===== src/rtl/hazard_pkg.sv =====
// Shared types for the ID-stage hazard controller: FSM states, forwarding
// select encodings and the forwarding priority helper.
package hazard_pkg;

  typedef enum logic [1:0] {
    RUN      = 2'd0,
    LU_STALL = 2'd1,
    FREEZE   = 2'd2
  } state_t;

  localparam logic [1:0] FWD_RF  = 2'b00;
  localparam logic [1:0] FWD_EX  = 2'b01;
  localparam logic [1:0] FWD_MEM = 2'b10;
  localparam logic [1:0] FWD_WB  = 2'b11;

  // Youngest producer wins: a later stage holds an older, stale value.
  function automatic logic [1:0] fwd_priority(input logic ex_hit,
                                              input logic mem_hit,
                                              input logic wb_hit);
    if (ex_hit)       return FWD_EX;
    else if (mem_hit) return FWD_MEM;
    else if (wb_hit)  return FWD_WB;
    else              return FWD_RF;
  endfunction

endpackage


===== src/rtl/fwd_select.sv =====
// Per-operand forwarding compare: matches one ID source register against the
// EX/MEM/WB destinations and picks the operand source.
module fwd_select
  import hazard_pkg::*;
#(
  parameter int REG_AW = 5
) (
  input  logic [REG_AW-1:0] i_src,
  input  logic              i_use,
  input  logic [REG_AW-1:0] i_ex_rd,
  input  logic              i_ex_rf_le,
  input  logic [REG_AW-1:0] i_mem_rd,
  input  logic              i_mem_rf_le,
  input  logic [REG_AW-1:0] i_wb_rd,
  input  logic              i_wb_rf_le,
  output logic [1:0]        o_sel,
  output logic              o_ex_hit
);

  logic w_valid_src;
  logic w_mem_hit;
  logic w_wb_hit;

  // r0 is hardwired zero, so it is never a real dependency.
  assign w_valid_src = i_use & (i_src != '0);
  assign o_ex_hit    = w_valid_src & i_ex_rf_le  & (i_ex_rd  == i_src);
  assign w_mem_hit   = w_valid_src & i_mem_rf_le & (i_mem_rd == i_src);
  assign w_wb_hit    = w_valid_src & i_wb_rf_le  & (i_wb_rd  == i_src);

  assign o_sel = fwd_priority(o_ex_hit, w_mem_hit, w_wb_hit);

endmodule


===== src/rtl/hazard_flush_ctrl.sv =====
// ID-stage hazard controller: forwarding selects, load-use bubbles, branch
// delay-slot nullification and memory-busy freeze. Optional HAZ_PERF_CNT_EN
// adds saturating event counters.
module hazard_flush_ctrl
  import hazard_pkg::*;
#(
  parameter int LU_STALL_CYCLES = 1,
  parameter int REG_AW          = 5
) (
  input  logic              clk,
  input  logic              rst_n,
  input  logic [REG_AW-1:0] id_ra,
  input  logic [REG_AW-1:0] id_rb,
  input  logic              id_use_ra,
  input  logic              id_use_rb,
  input  logic [REG_AW-1:0] ex_rd,
  input  logic              ex_rf_le,
  input  logic              ex_l,
  input  logic [REG_AW-1:0] mem_rd,
  input  logic              mem_rf_le,
  input  logic [REG_AW-1:0] wb_rd,
  input  logic              wb_rf_le,
  input  logic              br_taken,
  input  logic              br_nullify,
  input  logic              mem_busy,
  output logic              cu_mux_s,
  output logic              pc_le,
  output logic              npc_le,
  output logic              if_id_le,
  output logic [1:0]        fwd_a,
  output logic [1:0]        fwd_b,
  output logic [2:0]        stall_cnt
`ifdef HAZ_PERF_CNT_EN
  ,
  output logic [31:0]       perf_lu_stalls,
  output logic [31:0]       perf_br_flushes,
  output logic [31:0]       perf_freeze_cycles
`endif
);

  localparam logic [2:0] LU_INIT = 3'(LU_STALL_CYCLES - 1);

  state_t     r_state;
  state_t     r_saved;
  state_t     w_next_state;
  logic [2:0] r_cnt;
  logic [2:0] w_cnt_next;
  logic       w_flush;
  logic       w_le;
  logic       w_load_use;
  logic       w_ex_hit_a;
  logic       w_ex_hit_b;
  logic [1:0] w_fwd_a;
  logic [1:0] w_fwd_b;

  fwd_select #(.REG_AW(REG_AW)) u_fwd_a (
    .i_src      (id_ra),
    .i_use      (id_use_ra),
    .i_ex_rd    (ex_rd),
    .i_ex_rf_le (ex_rf_le),
    .i_mem_rd   (mem_rd),
    .i_mem_rf_le(mem_rf_le),
    .i_wb_rd    (wb_rd),
    .i_wb_rf_le (wb_rf_le),
    .o_sel      (w_fwd_a),
    .o_ex_hit   (w_ex_hit_a)
  );

  fwd_select #(.REG_AW(REG_AW)) u_fwd_b (
    .i_src      (id_rb),
    .i_use      (id_use_rb),
    .i_ex_rd    (ex_rd),
    .i_ex_rf_le (ex_rf_le),
    .i_mem_rd   (mem_rd),
    .i_mem_rf_le(mem_rf_le),
    .i_wb_rd    (wb_rd),
    .i_wb_rf_le (wb_rf_le),
    .o_sel      (w_fwd_b),
    .o_ex_hit   (w_ex_hit_b)
  );

  // A load in EX cannot forward: its data only exists after MEM.
  assign w_load_use = ex_l & (w_ex_hit_a | w_ex_hit_b);

  always_ff @(posedge clk or negedge rst_n) begin
    if (!rst_n) begin
      r_state <= RUN;
      r_saved <= RUN;
      r_cnt   <= 3'd0;
    end else begin
      r_state <= w_next_state;
      r_cnt   <= w_cnt_next;
      if (mem_busy && (r_state != FREEZE)) r_saved <= r_state;
    end
  end

  always_comb begin
    w_next_state = r_state;
    w_cnt_next   = r_cnt;
    w_flush      = 1'b0;
    w_le         = 1'b1;
    if (mem_busy) begin
      w_next_state = FREEZE;
      w_le         = 1'b0;
    end else begin
      case (r_state)
        FREEZE: begin
          w_le         = 1'b0;
          w_next_state = r_saved;
        end
        LU_STALL: begin
          if (br_taken) begin
            w_flush      = br_nullify;
            w_next_state = RUN;
            w_cnt_next   = 3'd0;
          end else begin
            w_flush    = 1'b1;
            w_le       = 1'b0;
            w_cnt_next = r_cnt - 3'd1;
            if (r_cnt <= 3'd1) w_next_state = RUN;
          end
        end
        default: begin
          w_next_state = RUN;
          if (br_taken) begin
            w_flush = br_nullify;
          end else if (w_load_use) begin
            w_flush      = 1'b1;
            w_le         = 1'b0;
            w_cnt_next   = LU_INIT;
            w_next_state = (LU_INIT != 3'd0) ? LU_STALL : RUN;
          end
        end
      endcase
    end
  end

  // Reset forces a bubble into the control path independent of FSM state.
  assign cu_mux_s  = ~rst_n | w_flush;
  assign pc_le     = rst_n & w_le;
  assign npc_le    = rst_n & w_le;
  assign if_id_le  = rst_n & w_le;
  assign fwd_a     = rst_n ? w_fwd_a : FWD_RF;
  assign fwd_b     = rst_n ? w_fwd_b : FWD_RF;
  assign stall_cnt = r_cnt;

`ifdef HAZ_PERF_CNT_EN
  logic w_perf_lu;
  logic w_perf_br;

  // Bubble with frozen fetch is a load-use stall; bubble with fetch is a kill.
  assign w_perf_lu = w_flush & ~w_le;
  assign w_perf_br = w_flush & w_le;

  always_ff @(posedge clk or negedge rst_n) begin
    if (!rst_n) begin
      perf_lu_stalls     <= 32'd0;
      perf_br_flushes    <= 32'd0;
      perf_freeze_cycles <= 32'd0;
    end else begin
      if (w_perf_lu && (perf_lu_stalls != '1))
        perf_lu_stalls <= perf_lu_stalls + 32'd1;
      if (w_perf_br && (perf_br_flushes != '1))
        perf_br_flushes <= perf_br_flushes + 32'd1;
      if (mem_busy && (perf_freeze_cycles != '1))
        perf_freeze_cycles <= perf_freeze_cycles + 32'd1;
    end
  end
`endif

endmodule


===== config.mk =====
export PLATFORM = sky130hd
export DESIGN_NAME = hazard_flush_ctrl
export DESIGN_NICKNAME = d
export VERILOG_FILES = /design/src/rtl/hazard_pkg.sv /design/src/rtl/fwd_select.sv /design/src/rtl/hazard_flush_ctrl.sv
export SDC_FILE = /design/constraint.sdc
export NUM_CORES = 1
export LEC_CHECK = 0
export ABC_AREA = 0
export BUFFER_PORTS_ARGS = -buffer_cell sky130_fd_sc_hd__buf_2
export CAP_MARGIN = 20
export CORE_MARGIN = 10
export CORE_UTILIZATION = 45
export CTS_CLUSTER_DIAMETER = 100
export DETAILED_ROUTE_END_ITERATION = 12
export PLACE_DENSITY = 0.89
export SYNTH_ARGS = -nofsm -noshare
export SYNTH_HDL_FRONTEND = slang
export SYNTH_SLANG_ARGS = --single-unit
export TNS_END_PERCENT = 30

===== constraint.sdc =====
create_clock -name clk -period 1.6 [get_ports clk]
set_input_delay 0 -clock clk [delete_from_list [all_inputs] [get_ports clk]]
set_output_delay 0 -clock clk [all_outputs]
set_load 0.05 [all_outputs]

# Word-level counts from Yosys, hierarchy flattened

Index checks and enable logic that the tools add are counted.

Magnitude comparators: 1
Eq/ne operators: 11
Add/sub/neg operators: 1
Bitwise operators: 21
Reductions and logical operators: 5
Muxes and demuxes: 26

Operators by type and width:

| kind                  | count |
|---|---|
| $eq A5 B5 Y1          | 6 |
| $mux W2               | 11 |
| $and A1 B1 Y1         | 16 |
| $reduce_bool A5 Y1    | 2 |
| $mux W3               | 3 |
| $mux W1               | 8 |
| $pmux W3 S2           | 1 |
| $ne A4 B4 Y1 const B  | 1 |
| $pmux W1 S2           | 2 |
| $pmux W2 S2           | 1 |
| $reduce_and A4 Y1     | 1 |
| $le A3 B1 Y1 const B  | 1 |
| $not A1 Y1            | 3 |
| $sub A3 B1 Y3 const B | 1 |
| $eq A2 B1 Y1 const B  | 1 |
| $eq A2 B2 Y1 const B  | 1 |
| $ne A2 B1 Y1 const B  | 1 |
| $ne A2 B2 Y1 const B  | 1 |
| $or A1 B1 Y1          | 2 |
| $reduce_bool A2 Y1    | 1 |
| $logic_and A1 B1 Y1   | 1 |

Register bits: 7
Logic and storage cells: 68
Output and inout port bits: 11
Input bits: 36

# Depth between registers and ports, before layout

Gate-level depths: netlist of run 1.

Word-level depth: 11
Depth in mapped cells: 7
Depth with buffers taken out: 7

# By module

From an unflattened synthesis of run 1, not the netlist that was laid out.

Cells, all modules: 109
Area, all modules: 927.1 µm²

By module, submodules not included:

| module            | times used | area an instance (µm²) | sequential area each (µm²) | cells an instance |
|---|---|---|---|---|
| hazard_flush_ctrl | 1          | 509.2                  | 175.2                      | 57 |
| fwd_select        | 2          | 209.0                  | 0.0                        | 26 |

# Least setup slack after synthesis of run 1

No wires, ideal clock.

Path kind: input to output
Start point: input id_ra[0]
End point: output npc_le
Data arrival time: 2463 ps
Stages on the path: 6
Setup slack: -863 ps
Required time: 1600 ps
Buffers on the path: 1
Cells stage by stage: or4_1 o21a_1 nand4_1 nand2_2 a2111oi_2 buf_4

Word-level cells in the longest chain between the ends: 11
Elaborated cells between the ends (all ways): 12
Those cells by class: eq/ne (1); mux (4); bitwise (6); reduce/logical (1)

RTL lines:

| element            | RTL line                 | RTL |
|---|---|---|
| start, declared    | hazard_flush_ctrl.sv:12  | `input logic [REG_AW-1:0] id_ra,` |
| $reduce_bool A5 Y1 | fwd_select.sv:25         | `assign w_valid_src = i_use & (i_src != '0);` |
| $and A1 B1 Y1      | fwd_select.sv:25         |  |
| $and A1 B1 Y1      | fwd_select.sv:26         | `assign o_ex_hit = w_valid_src & i_ex_rf_le & (i_ex_rd == i_src);` |
| $and A1 B1 Y1 (*)  | fwd_select.sv:26         |  |
| $or A1 B1 Y1 (*)   | hazard_flush_ctrl.sv:83  | `assign w_load_use = ex_l & (w_ex_hit_a \| w_ex_hit_b);` |
| $and A1 B1 Y1 (*)  | hazard_flush_ctrl.sv:83  |  |
| $mux W1 (*)        | hazard_flush_ctrl.sv:127 | `end else if (w_load_use) begin` |
| $mux W1 (*)        | hazard_flush_ctrl.sv:125 | `if (br_taken) begin` |
| $pmux W1 S2 (*)    | hazard_flush_ctrl.sv:106 | `case (r_state)` |
| $mux W1 (*)        | hazard_flush_ctrl.sv:102 | `if (mem_busy) begin` |
| $and A1 B1 Y1 (*)  | -                        |  |
| end, declared      | hazard_flush_ctrl.sv:28  | `output logic npc_le,` |

Mark *: on every way between the ends. The rest lies on a longest branch, timed or not.

# Final worst setup path of run 1

Start point: input id_rb[2]
End point: output if_id_le

Word-level cells in the longest chain between the ends: 11
Elaborated cells between the ends (all ways): 12
Those cells by class: eq/ne (1); mux (4); bitwise (6); reduce/logical (1)

RTL lines:

| element            | RTL line                 | RTL |
|---|---|---|
| start, declared    | hazard_flush_ctrl.sv:13  | `input logic [REG_AW-1:0] id_rb,` |
| $reduce_bool A5 Y1 | fwd_select.sv:25         |  |
| $and A1 B1 Y1      | fwd_select.sv:25         |  |
| $and A1 B1 Y1      | fwd_select.sv:26         |  |
| $and A1 B1 Y1 (*)  | fwd_select.sv:26         |  |
| $or A1 B1 Y1 (*)   | hazard_flush_ctrl.sv:83  |  |
| $and A1 B1 Y1 (*)  | hazard_flush_ctrl.sv:83  |  |
| $mux W1 (*)        | hazard_flush_ctrl.sv:127 |  |
| $mux W1 (*)        | hazard_flush_ctrl.sv:125 |  |
| $pmux W1 S2 (*)    | hazard_flush_ctrl.sv:106 |  |
| $mux W1 (*)        | hazard_flush_ctrl.sv:102 |  |
| $and A1 B1 Y1 (*)  | hazard_flush_ctrl.sv:142 | `assign if_id_le = rst_n & w_le;` |
| end, declared      | hazard_flush_ctrl.sv:29  | `output logic if_id_le,` |

Marks and branches as above.

==> results.txt, run 1 <==
Of the total synthesized cell area, the portion taken by XOR and XNOR cells is 0.293. The CTS sink count is 7. The pin count of the biggest net entering global routing is 8.

The min-delay analysis places its worst path in the category input port to register. The root buffer selected by CTS is sky130_fd_sc_hd__clkbuf_4. STA classifies the critical path startpoint as an input port. Ranked by total cell area, the synthesized netlist is headed by sky130_fd_sc_hd__xor2_1, sky130_fd_sc_hd__dfrtp_1, sky130_fd_sc_hd__a21oi_1. The post-synthesis area per instance is 8.01 um2. The final number of hold-violating endpoints is 0. Counting flops and latches in the post-synthesis netlist gives 7. The maximum operating frequency is 0.552 GHz.

The area fraction in compound gates after synthesis is 0.162. The clock arrives with 0.00180 ns of skew. The fraction of final layout cells sized beyond drive strength 1 is 0.432.

The arrival time of the worst setup path is 1.81 ns. The count of nets left with antenna violations once routing finished came out at 0. Yosys instantiated no cell more often than sky130_fd_sc_hd__xor2_1. The post-synthesis instance area is 897 um2. The area growth from synthesis to final layout is 55.2%. The share of synthesized area in the top cell type comes to 0.234.

The placed wire-length estimate came out at 2680 um. The clock buffer count from CTS is 3. The total of buffers placed on input and output ports is 46. Yosys mapped a number of flops with a built-in enable equal to 0.

The instance count of the mapped netlist came out at 112. The detail-routed net length per standard cell came out at 17.4 um. The most used flip-flop cell after synthesis is sky130_fd_sc_hd__dfrtp_1.

The overall routing resource usage came out at 0.155. The total number of yosys warnings came out at 0. The area share of and/or/nand/nor cells after synthesis came out at 0.241.

At the later pin of the worst-skew pair, clock insertion delay measures 0.25 ns. The initial utilization of the core area, before any placement, comes to 0.467. In this run the worst path has a maximum fanout of 3. For this run, asynchronously set or reset flops after synthesis account for 1.00. The leakage power of the design is 0.000654 uW. The global-route wire length before repair is 5430 um. STA classifies the critical path endpoint as an output pin. The number of endpoints failing setup at the final stage came out at 5.

Counting instances in the post-synthesis netlist gives the leading cell types as sky130_fd_sc_hd__xor2_1, sky130_fd_sc_hd__a21oi_1, sky130_fd_sc_hd__dfrtp_1, sky130_fd_sc_hd__nand2_1. The total detailed-routing wirelength came out at 3540 um. The count of antenna diodes in the layout came out at 0. After synthesis, the largest family of logic cells by area is XOR/XNOR gates. The area of the die is 0.00418 mm2. The synthesized-area fraction occupied by adder cells is 0.0558. The worst setup path is of the input port to output pin kind. The maximum vdd ir drop came out at 0.000303 V. The clock-pin transition on the worst setup and hold timing paths came out at 0.06 ns. After layout, the worst setup slack is -0.211 ns. The cell taking the most area after synthesis is sky130_fd_sc_hd__xor2_1. The max capacitance violation total came out at 0. The number of violations reported at the end of detailed-routing iteration 0 is 50. The sequential element share of the synthesized area is 0.195. TritonCTS built the clock tree. With fillers left out, the area of the finished cells amounts to 0.00139 mm2.

The vertical die dimension is 64.7 um. The overall power after layout is 767 uW. The post-synthesis mux area share came out at 0.0112. STA puts the critical path data required time at 1.60 ns. The number of design rule violations left after detail routing came out at 0. The placement-stage cell area is 0.00124 mm2.

The depth of the worst register-to-register path came out at 5. The minimum period implied by the final worst setup slack is 1.81 ns. The top-level I/O count is 47. In this run the standard cell core region covers 0.00192 mm2. The number of buffers on the longest clock path came out at 2. The net count of the mapped netlist is 152. The final weighted congestion in routability-driven placement is 0.888. The number of max-slew violations in the final report is 0.

The number of global-route vias before repair came out at 1,255. The total overflow reported by the global router came out at 0. After floorplanning, the core was divided into 16 placement rows.

The number of cells on the worst hold path came out at 2. For this run, the post-layout net count is 217. For the pin with the worst max-slew slack, the measured transition is 0.522 ns. The average via count per standard cell came out at 5.55.

Yosys mapped the design onto 27 distinct sky130hd cell types. The worst pin sits at a relative slew slack of 0.649. The power density over the cells is 551 mW/mm2. The via count is 1,126.

Setup repair after global routing could not meet its margin everywhere. The width of the die is 64.7 um. The final reports fail on negative setup slack. The first-pass detailed-route iteration total is 4. At the end of the flow the core is filled with cells to 0.725. The maximum level of the CTS H-tree is 1.

The flow ran to the end, but the final reports show violations. In the finished design, the share of the clock period the worst path needs comes to 1.13. The initial antenna violation count came out at 0.
area by class of cell:
type	count	area (um2)
well taps	27	33.8
fillers	145	529
flip-flops and latches	7	175
clock buffers	3	22.5
inverters	6	22.5
clock inverters	1	5.00
multi-input cells	97	736
repair buffers	62	398
final timing paths:
path / slack, ns / end / from
min in group asynchronous: 0.25 / stall_cnt[1]$_DFFE_PN0P_ / rst_n
max: -0.21 / if_id_le / id_rb[2]
min reg2reg: 0.49 / r_saved[0]$_DFFE_PN0P_ / r_saved[0]$_DFFE_PN0P_
max in group asynchronous: 1.10 / r_state[1]$_DFFE_PN0P_ / rst_n
min: 0.03 / r_state[0]$_DFFE_PN0P_ / mem_busy
max reg2reg: 0.03 / r_state[1]$_DFFE_PN0P_ / r_state[1]$_DFFE_PN0P_
per-layer routing:
metal	part of all wire	up-vias	wire, um	global-route usage
met1	0.38	517	1330	0.166
met3	0.083	10	295	0.0378
met2	0.51	72	1820	0.284
met4	0.027	0	94	0.0642
met5	0	-	0	0
li1	-	527	-	-
through the flow:
step / hold slack (ns) / setup TNS, ns / setup WS, ns / cells
final: 0.0255 / -0.763 / -0.211 / 203
after global routing: 0.0570 / -1.19 / -0.274 / 203
after CTS: 0.0203 / -0.320 / -0.102 / 201
after detailed placement: -0.135 / -0.543 / -0.159 / 194
after global placement: -0.137 / -0.415 / -0.133 / 194
after floorplan: -0.296 / -1.40 / -0.437 / 112
critical path, cell delays in order:
cell                        delay (ns)
sky130_fd_sc_hd__buf_2            0.11
sky130_fd_sc_hd__or4_1            0.52
sky130_fd_sc_hd__o21a_1           0.24
sky130_fd_sc_hd__nand4_1          0.16
sky130_fd_sc_hd__nand2_2          0.12
sky130_fd_sc_hd__a2111oi_4        0.43
sky130_fd_sc_hd__buf_6            0.22
power by group:
part	switching, uW	internal [uW]
Sequential	17.7	198
Clock	73.2	91.7
Combinational	217	169
Total	308	459
cells by family (layout without fill, tap and decap cells):
logic type,after synthesis,in the layout
xor+xnor,30,30
flops,7,7
fa+ha+maj,4,4
simple gates,39,39
mux,1,1
buf+inv,8,72
compound gates,23,23
timing repair:
action / in CTS / in global routing
hold endpoints to repair: 7 / 0
hold buffers: 1 / 0
pin swaps: 8 / 0
setup buffers: 2 / 2
endpoints found under the setup margin: 6 / 9
resized for setup: 12 / 12
flip-flops by register name, summed over array words and instances (netlist names):
signal and count:
r_saved 2, stall_cnt 3, r_state 2
cells in the final DEF (no fill, tap or decap):
| cell type | count |
|---|---|
| sky130_fd_sc_hd__buf_2 | 37 |
| sky130_fd_sc_hd__xor2_1 | 24 |
| sky130_fd_sc_hd__buf_4 | 17 |
| sky130_fd_sc_hd__a21oi_1 | 10 |
| sky130_fd_sc_hd__nand2_1 | 7 |
| sky130_fd_sc_hd__dfrtp_1 | 7 |
| sky130_fd_sc_hd__xnor2_1 | 6 |
| sky130_fd_sc_hd__nand4_1 | 6 |
| sky130_fd_sc_hd__buf_6 | 6 |
| sky130_fd_sc_hd__inv_1 | 5 |
| sky130_fd_sc_hd__nor4_1 | 4 |
| sky130_fd_sc_hd__nand2b_1 | 4 |
| sky130_fd_sc_hd__nor2_1 | 4 |
| sky130_fd_sc_hd__clkbuf_4 | 4 |
| sky130_fd_sc_hd__nor3_1 | 3 |
| sky130_fd_sc_hd__o21ai_0 | 3 |
| sky130_fd_sc_hd__o21a_1 | 2 |
| sky130_fd_sc_hd__nor4_2 | 2 |
| sky130_fd_sc_hd__nor2b_1 | 2 |
| sky130_fd_sc_hd__a311o_1 | 2 |
| sky130_fd_sc_hd__a31oi_1 | 2 |
| sky130_fd_sc_hd__ha_1 | 2 |
| sky130_fd_sc_hd__or4_1 | 1 |
| sky130_fd_sc_hd__or4_4 | 1 |
| sky130_fd_sc_hd__a21oi_2 | 1 |
| sky130_fd_sc_hd__inv_2 | 1 |
| sky130_fd_sc_hd__nand2_2 | 1 |
| sky130_fd_sc_hd__mux2i_1 | 1 |
| sky130_fd_sc_hd__a2111oi_4 | 1 |
| sky130_fd_sc_hd__and2_1 | 1 |
| sky130_fd_sc_hd__nand4b_1 | 1 |
| sky130_fd_sc_hd__o21ai_2 | 1 |
| sky130_fd_sc_hd__or2_2 | 1 |
| sky130_fd_sc_hd__nand3_1 | 1 |
| sky130_fd_sc_hd__o31ai_1 | 1 |
| sky130_fd_sc_hd__ha_4 | 1 |
| sky130_fd_sc_hd__ha_2 | 1 |
| sky130_fd_sc_hd__clkinv_2 | 1 |
| sky130_fd_sc_hd__dlygate4sd3_1 | 1 |
Note: power is estimated with default switching activity, not from simulation.
==> run 2: changes to the inputs <==
Settings changed: RECOVER_POWER set to 50.
==> results.txt, run 2 (synthesized netlist as in run 1, its figures left out) <==
The flow ran to the end, but the final reports show violations. The checks that failed: negative setup slack. The number of violations reported at the end of detailed-routing iteration 0 is 51 (+2.0%).

The detail-routed net length per standard cell is 17.4 um (about the same). The number of endpoints failing setup at the final stage came out at 5 (unchanged). The share of power burned in registers came out at 0.282 (about the same). The number of design rule violations left after detail routing came out at 0 (unchanged). The CTS sink count came out at 7 (unchanged).

The kind of end point of the critical path is an output pin. The total overflow reported by the global router is 0 (unchanged). The area growth from synthesis to final layout is 54.8%. The transition at the pin with the smallest max-transition slack came out at 0.601 ns (+0.0788 ns). The switching power was 308 uW (about the same). In the layout the commonest cells are sky130_fd_sc_hd__buf_2, sky130_fd_sc_hd__xor2_1, sky130_fd_sc_hd__buf_4, sky130_fd_sc_hd__a21oi_1. The final weighted congestion in routability-driven placement came out at 0.888 (unchanged). The total of buffers placed on input and output ports came out at 46 (unchanged). The type of the setup path with the least slack is input port to output pin.

The number of buffer and inverter stages on the critical path came out at 2 (unchanged). The multi-input combinational cell area is 736 um2 (unchanged). The area of the core came out at 0.00192 mm2 (unchanged). The share of power burned in combinational logic is 0.502 (about the same). The global-route wire length before repair is 5430 um (unchanged).

The placement row count came out at 16 (unchanged). The final number of hold-violating endpoints was 0 (unchanged). On the critical path the largest part of the delay comes from simple AND/OR/NAND/NOR gates. The most common library cell in the layout ignoring fill and taps is sky130_fd_sc_hd__buf_2. The placed wire-length estimate is 2680 um (unchanged). The count of antenna diodes in the layout was 0 (unchanged).

The final antenna-violating net count came out at 0 (unchanged). The maximum level of the CTS H-tree is 1 (unchanged). The stage delay of the slowest cell on the critical path is 0.52 ns (about the same). The largest fanout on the critical path came out at 3 (unchanged).

The vertical die dimension was 64.7 um (unchanged). The initial antenna violation count is 0 (unchanged). The design internal power is 458 uW (-0.22%). The ratio of final minimum period to clock period was 1.13 (about the same). Setup repair after global routing could not meet its margin everywhere. The relative slew slack is 0.601 (-0.0476).

The setup TNS is -0.751 ns (+0.0119 ns). The number of flip-flops under the largest register name is 3 (unchanged). The area of all sequential standard cells is 175 um2 (unchanged).

The worst setup path is launched from an input port. The hold slack came out at 0.0267 ns (+0.00119 ns). The via count was 1,124 (-0.18%). The starting utilization of the core area is 0.467 (unchanged). The critical path goes through buf_2 -> or4_1 -> o21a_1 -> nand4_1 -> nand2_2 -> a2111oi_4 -> buf_6.

The share of total power consumed by net switching came to 0.402 (+0.000456). The cell with the biggest individual delay on the critical path is sky130_fd_sc_hd__or4_1. The final-stage net count was 217 (unchanged). The number of max-slew violations in the final report came out at 0 (unchanged). The overall routing resource usage is 0.155 (unchanged).

The leakage power of the design is 0.000646 uW (-1.2%). The average via count per standard cell is 5.54 (-0.18%). The clock-pin transition on the worst setup and hold timing paths came to 0.06 ns (about the same).

The pin count of the biggest net entering global routing came out at 8 (unchanged). The total detailed-routing wirelength is 3540 um (about the same). The first-pass detailed-route iteration total came to 4 (unchanged). The width of the die is 64.7 um (unchanged). The maximum vdd ir drop came out at 0.000303 V (about the same).

The number of buffers on the longest clock path is 2 (unchanged). The required time of the worst setup path is 1.60 ns (about the same). The class of the worst hold path is input port to register. The area of the die came out at 0.00418 mm2 (unchanged).

The arrival time of the worst setup path was 1.81 ns (about the same). The clock buffer count from CTS came out at 3 (unchanged). The post-route clock skew came out at 0.00166 ns (-0.000140 ns). The insertion delay of the later-clocked pin in the worst-skew pair is 0.25 ns (about the same).

TritonCTS built the clock tree. The root buffer selected by CTS is sky130_fd_sc_hd__clkbuf_4. The maximum operating frequency came out at 0.553 GHz (about the same). The minimum period implied by the final worst setup slack came to 1.81 ns (-0.00172 ns). The overall power after layout is 766 uW (-0.14%). The fill cell instance count of the final layout is 148 (+2.1%).

The post-layout worst setup margin is -0.209 ns (+0.00172 ns). The max capacitance violation total came out at 0 (unchanged). The top-level I/O count was 47 (unchanged). The power density over the cells is 551 mW/mm2 (+0.13%). The number of global-route vias before repair was 1,255 (unchanged). The fraction of final layout cells sized beyond drive strength 1 is 0.415 (-0.0170). The power share of the clock group came out at 0.215 (about the same).
run 2: changes by cell type in the layout (fill, tap and decap cells not counted):
cell                       delta
sky130_fd_sc_hd__buf_2        -3
sky130_fd_sc_hd__clkbuf_1     +3
run 2: metal layers:
layer,global-route usage,vias up,routed length (um)
li1,-,527,-
met1,0.166,519,1330
met2,0.284,68,1820
met3,0.0378,10,291
met4,0.0642,0,94
met5,0,-,0
run 2: cell type report:
cell class	instances	area share
clock inverter	1	0.00360
multi-input combinational	97	0.530
tap	27	0.0243
inverter	6	0.0162
timing repair buffer	62	0.284
sequential	7	0.126
clock buffer	3	0.0162
run 2: final timing paths:
kind | cells after the start | endpoint | start | slack, ns
setup / recovery | 7 | if_id_le | id_rb[2] | -0.21
hold / removal | 2 | r_state[0]$_DFFE_PN0P_ | mem_busy | 0.03
setup reg to reg | 5 | r_state[1]$_DFFE_PN0P_ | r_state[1]$_DFFE_PN0P_ | 0.03
hold reg to reg | 2 | r_saved[0]$_DFFE_PN0P_ | r_saved[0]$_DFFE_PN0P_ | 0.49
max in group asynchronous | 2 | r_state[1]$_DFFE_PN0P_ | rst_n | 1.02
min in group asynchronous | 2 | stall_cnt[1]$_DFFE_PN0P_ | rst_n | 0.32
run 2: repair_timing:
item	4_1_cts	5_1_grt
gates cloned	0	0
buffers inserted	2	2
hold buffers	1	0
gates resized for setup	12	12
endpoints found under the hold margin	7	0
endpoints found under the setup margin	6	9
pin swaps	8	0
run 2: worst reg2reg max path, delay by kind of cell, from the launching register on:
family,cells,cell delay [ns]
AND/OR/NAND/NOR,1,0.22
adder cells (fa/ha/maj),1,0.23
AO/OA/AOI/OAI,2,0.48
buffers and inverters,1,0.11
flip-flops,1,0.40
run 2: power by group through the flow:
stage / registers (uW) / logic [uW] / clock network (uW)
floorplan: 218 / 190 / 0
global placement: 213 / 316 / 0
detailed placement: 215 / 332 / 0
CTS: 215 / 365 / 167
global route: 218 / 416 / 176
finish: 216 / 385 / 165
run 2: through the flow:
step	cell area (um2)	utilization	instances	setup slack [ns]
2_1_floorplan	910	-	112	-0.437
3_3_place_gp	1240	0.646	194	-0.133
3_5_place_dp	1240	0.646	194	-0.159
4_1_cts	1340	0.696	201	-0.102
5_1_grt	1390	0.723	203	-0.274
6_report	1390	0.723	203	-0.209
==> run 3: changes to the inputs <==
Settings changed: BUFFER_PORTS_ARGS -buffer_cell sky130_fd_sc_hd__buf_2 to unset, CORE_UTILIZATION 45 to 29, DONT_BUFFER_PORTS set to 1, PLACE_DENSITY 0.89 to 0.52.
==> results.txt, run 3 (synthesized netlist as in run 1, its figures left out) <==
The flow ran to the end, but the final reports show violations. The final reports fail on negative setup slack. The final weighted congestion in routability-driven placement is 0.822 (-7.4%). The insertion delay of the later-clocked pin in the worst-skew pair is 0.25 ns (about the same). The number of global-route vias before repair is 948 (-24%). The relative slew slack came out at 0.497 (-0.104). The depth of the worst register-to-register path is 5 (unchanged).

The power share of the clock group came to 0.244 (+0.029). The CTS sink count is 7 (unchanged). Leaving out fill and tap cells, the most frequent cell in the layout is sky130_fd_sc_hd__xor2_1. The overall routing resource usage came out at 0.102 (-0.0538).

The pin count of the biggest net entering global routing came out at 8 (unchanged). The number of max-slew violations in the final report is 0 (unchanged). The final number of hold-violating endpoints came out at 0 (unchanged).

The minimum period implied by the final worst setup slack is 1.66 ns (-0.148 ns). In this run the most critical hold path is launched from br_taken. The placed wire-length estimate is 2410 um (-10%). The first-pass detailed-route iteration total came to 4 (unchanged). The core utilization of the finished layout came out at 0.398 (-0.325).

The average via count per standard cell is 5.33 (-3.7%). The via count came out at 906 (-19%). The hold slack came to 0.0139 ns (-0.0128 ns).

The top-level I/O count is 47 (unchanged). The detail-routed net length per standard cell is 16.9 um (-2.9%). TritonCTS built the clock tree.

The worst register-to-register path begins at stall_cnt[2]$_DFFE_PN0P_. The max capacitance violation total is 0 (unchanged). The vertical die dimension came out at 75.6 um (+17%).

Setup repair after global routing could not meet its margin everywhere. The share of power burned in combinational logic is 0.440 (-0.062). The library cells used most frequently in the layout, excluding fill and tap cells, are sky130_fd_sc_hd__xor2_1, sky130_fd_sc_hd__buf_4, sky130_fd_sc_hd__a21oi_1, sky130_fd_sc_hd__nand2_1, sky130_fd_sc_hd__dfrtp_1. The pre-CTS worst setup slack came out at -0.0468 ns (+0.112 ns). The count of antenna diodes in the layout came out at 0 (unchanged). The area growth from synthesis to final layout is 33.1%. The post-route clock skew came to 0.00262 ns (+0.000957 ns). The share of power burned in registers is 0.316 (+0.034). The post-layout worst setup margin is -0.0613 ns (+0.148 ns).

The arrival time of the worst setup path is 1.66 ns (-0.15 ns). The placement-stage cell area is 0.00108 mm2 (-13%). The total detailed-routing wirelength came out at 2880 um (-19%). The path with the worst hold slack has its endpoint at stall_cnt[1]$_DFFE_PN0P_. The fraction of final layout cells sized beyond drive strength 1 came out at 0.219 (-0.196). The number of flip-flops under the largest register name is 3 (unchanged). The area of the core is 0.00300 mm2 (+56%). The number of violations reported at the end of detailed-routing iteration 0 came out at 53 (+3.9%).

The final antenna-violating net count came out at 0 (unchanged). The global-route wire length before repair came to 4590 um (-16%). The final-stage net count is 178 (-18%). The placement row count is 20 (+4). The design internal power came out at 436 uW (-4.8%). The number of buffers on the longest clock path came out at 2 (unchanged). In this run the clock root is driven by a sky130_fd_sc_hd__clkbuf_4. The maximum operating frequency came out at 0.602 GHz (+8.9%). The maximum vdd ir drop is 0.000188 V (-38%). The total of buffers placed on input and output ports came out at 0 (-100%).

The area of the die came to 0.00572 mm2 (+37%). The class of the worst hold path is input port to register. The ratio of final minimum period to clock period came to 1.04 (-0.0923). The switching power is 240 uW (-22%). The transition at the pin with the smallest max-transition slack was 0.755 ns (+0.154 ns).

The starting utilization of the core area was 0.299 (-0.168). The maximum level of the CTS H-tree came out at 1 (unchanged). The width of the die is 75.6 um (+17%). The clock-pin transition on the worst setup and hold timing paths is 0.06 ns (about the same). The largest fanout on the critical path is 4 (+1). The final cell area excluding filler cells came out at 0.00119 mm2 (-14%). The number of design rule violations left after detail routing was 0 (unchanged).

The clock buffer count from CTS was 3 (unchanged). The number of endpoints failing setup at the final stage is 4 (-1). The type of the setup path with the least slack is register to output pin.

The leakage power of the design came out at 0.000486 uW (-25%). The register-to-register setup slack came out at 0.03 ns (about the same). The worst setup path is launched from a register. In this run the critical register-to-register path is captured at stall_cnt[2]$_DFFE_PN0P_. The share of total power consumed by net switching is 0.355 (-0.0468). The initial antenna violation count came to 0 (unchanged). The worst setup path is captured at an output pin. The power density over the cells came out at 567 mW/mm2 (+2.8%). The total overflow reported by the global router came out at 0 (unchanged). The number of cells on the worst hold path is 3 (+1). The required time of the worst setup path is 1.60 ns (about the same).
[run 3: cell types whose count changed in the layout (fill, tap and decap cells not counted), moves of 2 or more]
cell,before,now
sky130_fd_sc_hd__dlygate4sd3_1,1,3
sky130_fd_sc_hd__buf_2,34,0
sky130_fd_sc_hd__nor4_2,2,0
sky130_fd_sc_hd__buf_4,17,14
sky130_fd_sc_hd__buf_6,6,2
sky130_fd_sc_hd__nor4_1,4,6
[run 3: worst max path at each step]
stage	start	end	slack, ns	depth (start not counted)
after floorplan	id_ra[0]	npc_le	-0.44	6
after global placement	id_rb[1]	if_id_le	-0.05	6
after detailed placement	id_ra[0]	if_id_le	-0.05	6
after CTS	r_state[0]$_DFFE_PN0P_	npc_le	-0.07	6
after global routing	r_state[1]$_DFFE_PN0P_	cu_mux_s	-0.11	6
final	r_state[1]$_DFFE_PN0P_	npc_le	-0.06	6
[run 3: what timing repair did]
item                                   4_1_cts  5_1_grt
gates resized for setup                      8        3
endpoints found under the hold margin       13        0
pin swaps                                    3        3
setup endpoints to repair                    6        5
hold buffers                                 3        0
buffers inserted                             2        1
[run 3: area by class of cell]
cell class              count  area [um2]
multi-input cells          97         732
well taps                  33        41.3
inverters                   6        22.5
repair buffers             23         196
fillers                   315        1810
clock buffers               4        26.3
flip-flops and latches      7         175
[run 3: critical path, stage by stage, from the launching register on]
cell and delay (ns):
sky130_fd_sc_hd__dfrtp_1 0.40, sky130_fd_sc_hd__inv_1 0.14, sky130_fd_sc_hd__ha_4 0.18, sky130_fd_sc_hd__a21oi_2 0.07
sky130_fd_sc_hd__a2111oi_4 0.25, sky130_fd_sc_hd__buf_4 0.19, sky130_fd_sc_hd__buf_16 0.17
[run 3: metal layers]
layer	track usage	wire (um)	up-vias
li1	-	-	452
met2	0.168	1310	54
met1	0.102	1010	398
met5	0	0	-
met3	0.0703	548	2
met4	0.0268	8	0
[run 3: per-stage QoR]
stage	instances	TNS [ns]	power [uW]
after detailed placement	160	-0.0849	470
after global placement	160	-0.0531	469
after floorplan	112	-1.40	408
final	170	-0.230	676
after global routing	170	-0.496	724
after CTS	169	-0.246	681
[run 3: power groups by stage]
stage                     Combinational, uW  Clock (uW)  Sequential [uW]
after floorplan                         190           0              218
final                                   298         165              214
after detailed placement                255           0              215
after global placement                  256           0              213
after CTS                               293         173              215
after global routing                    323         185              216
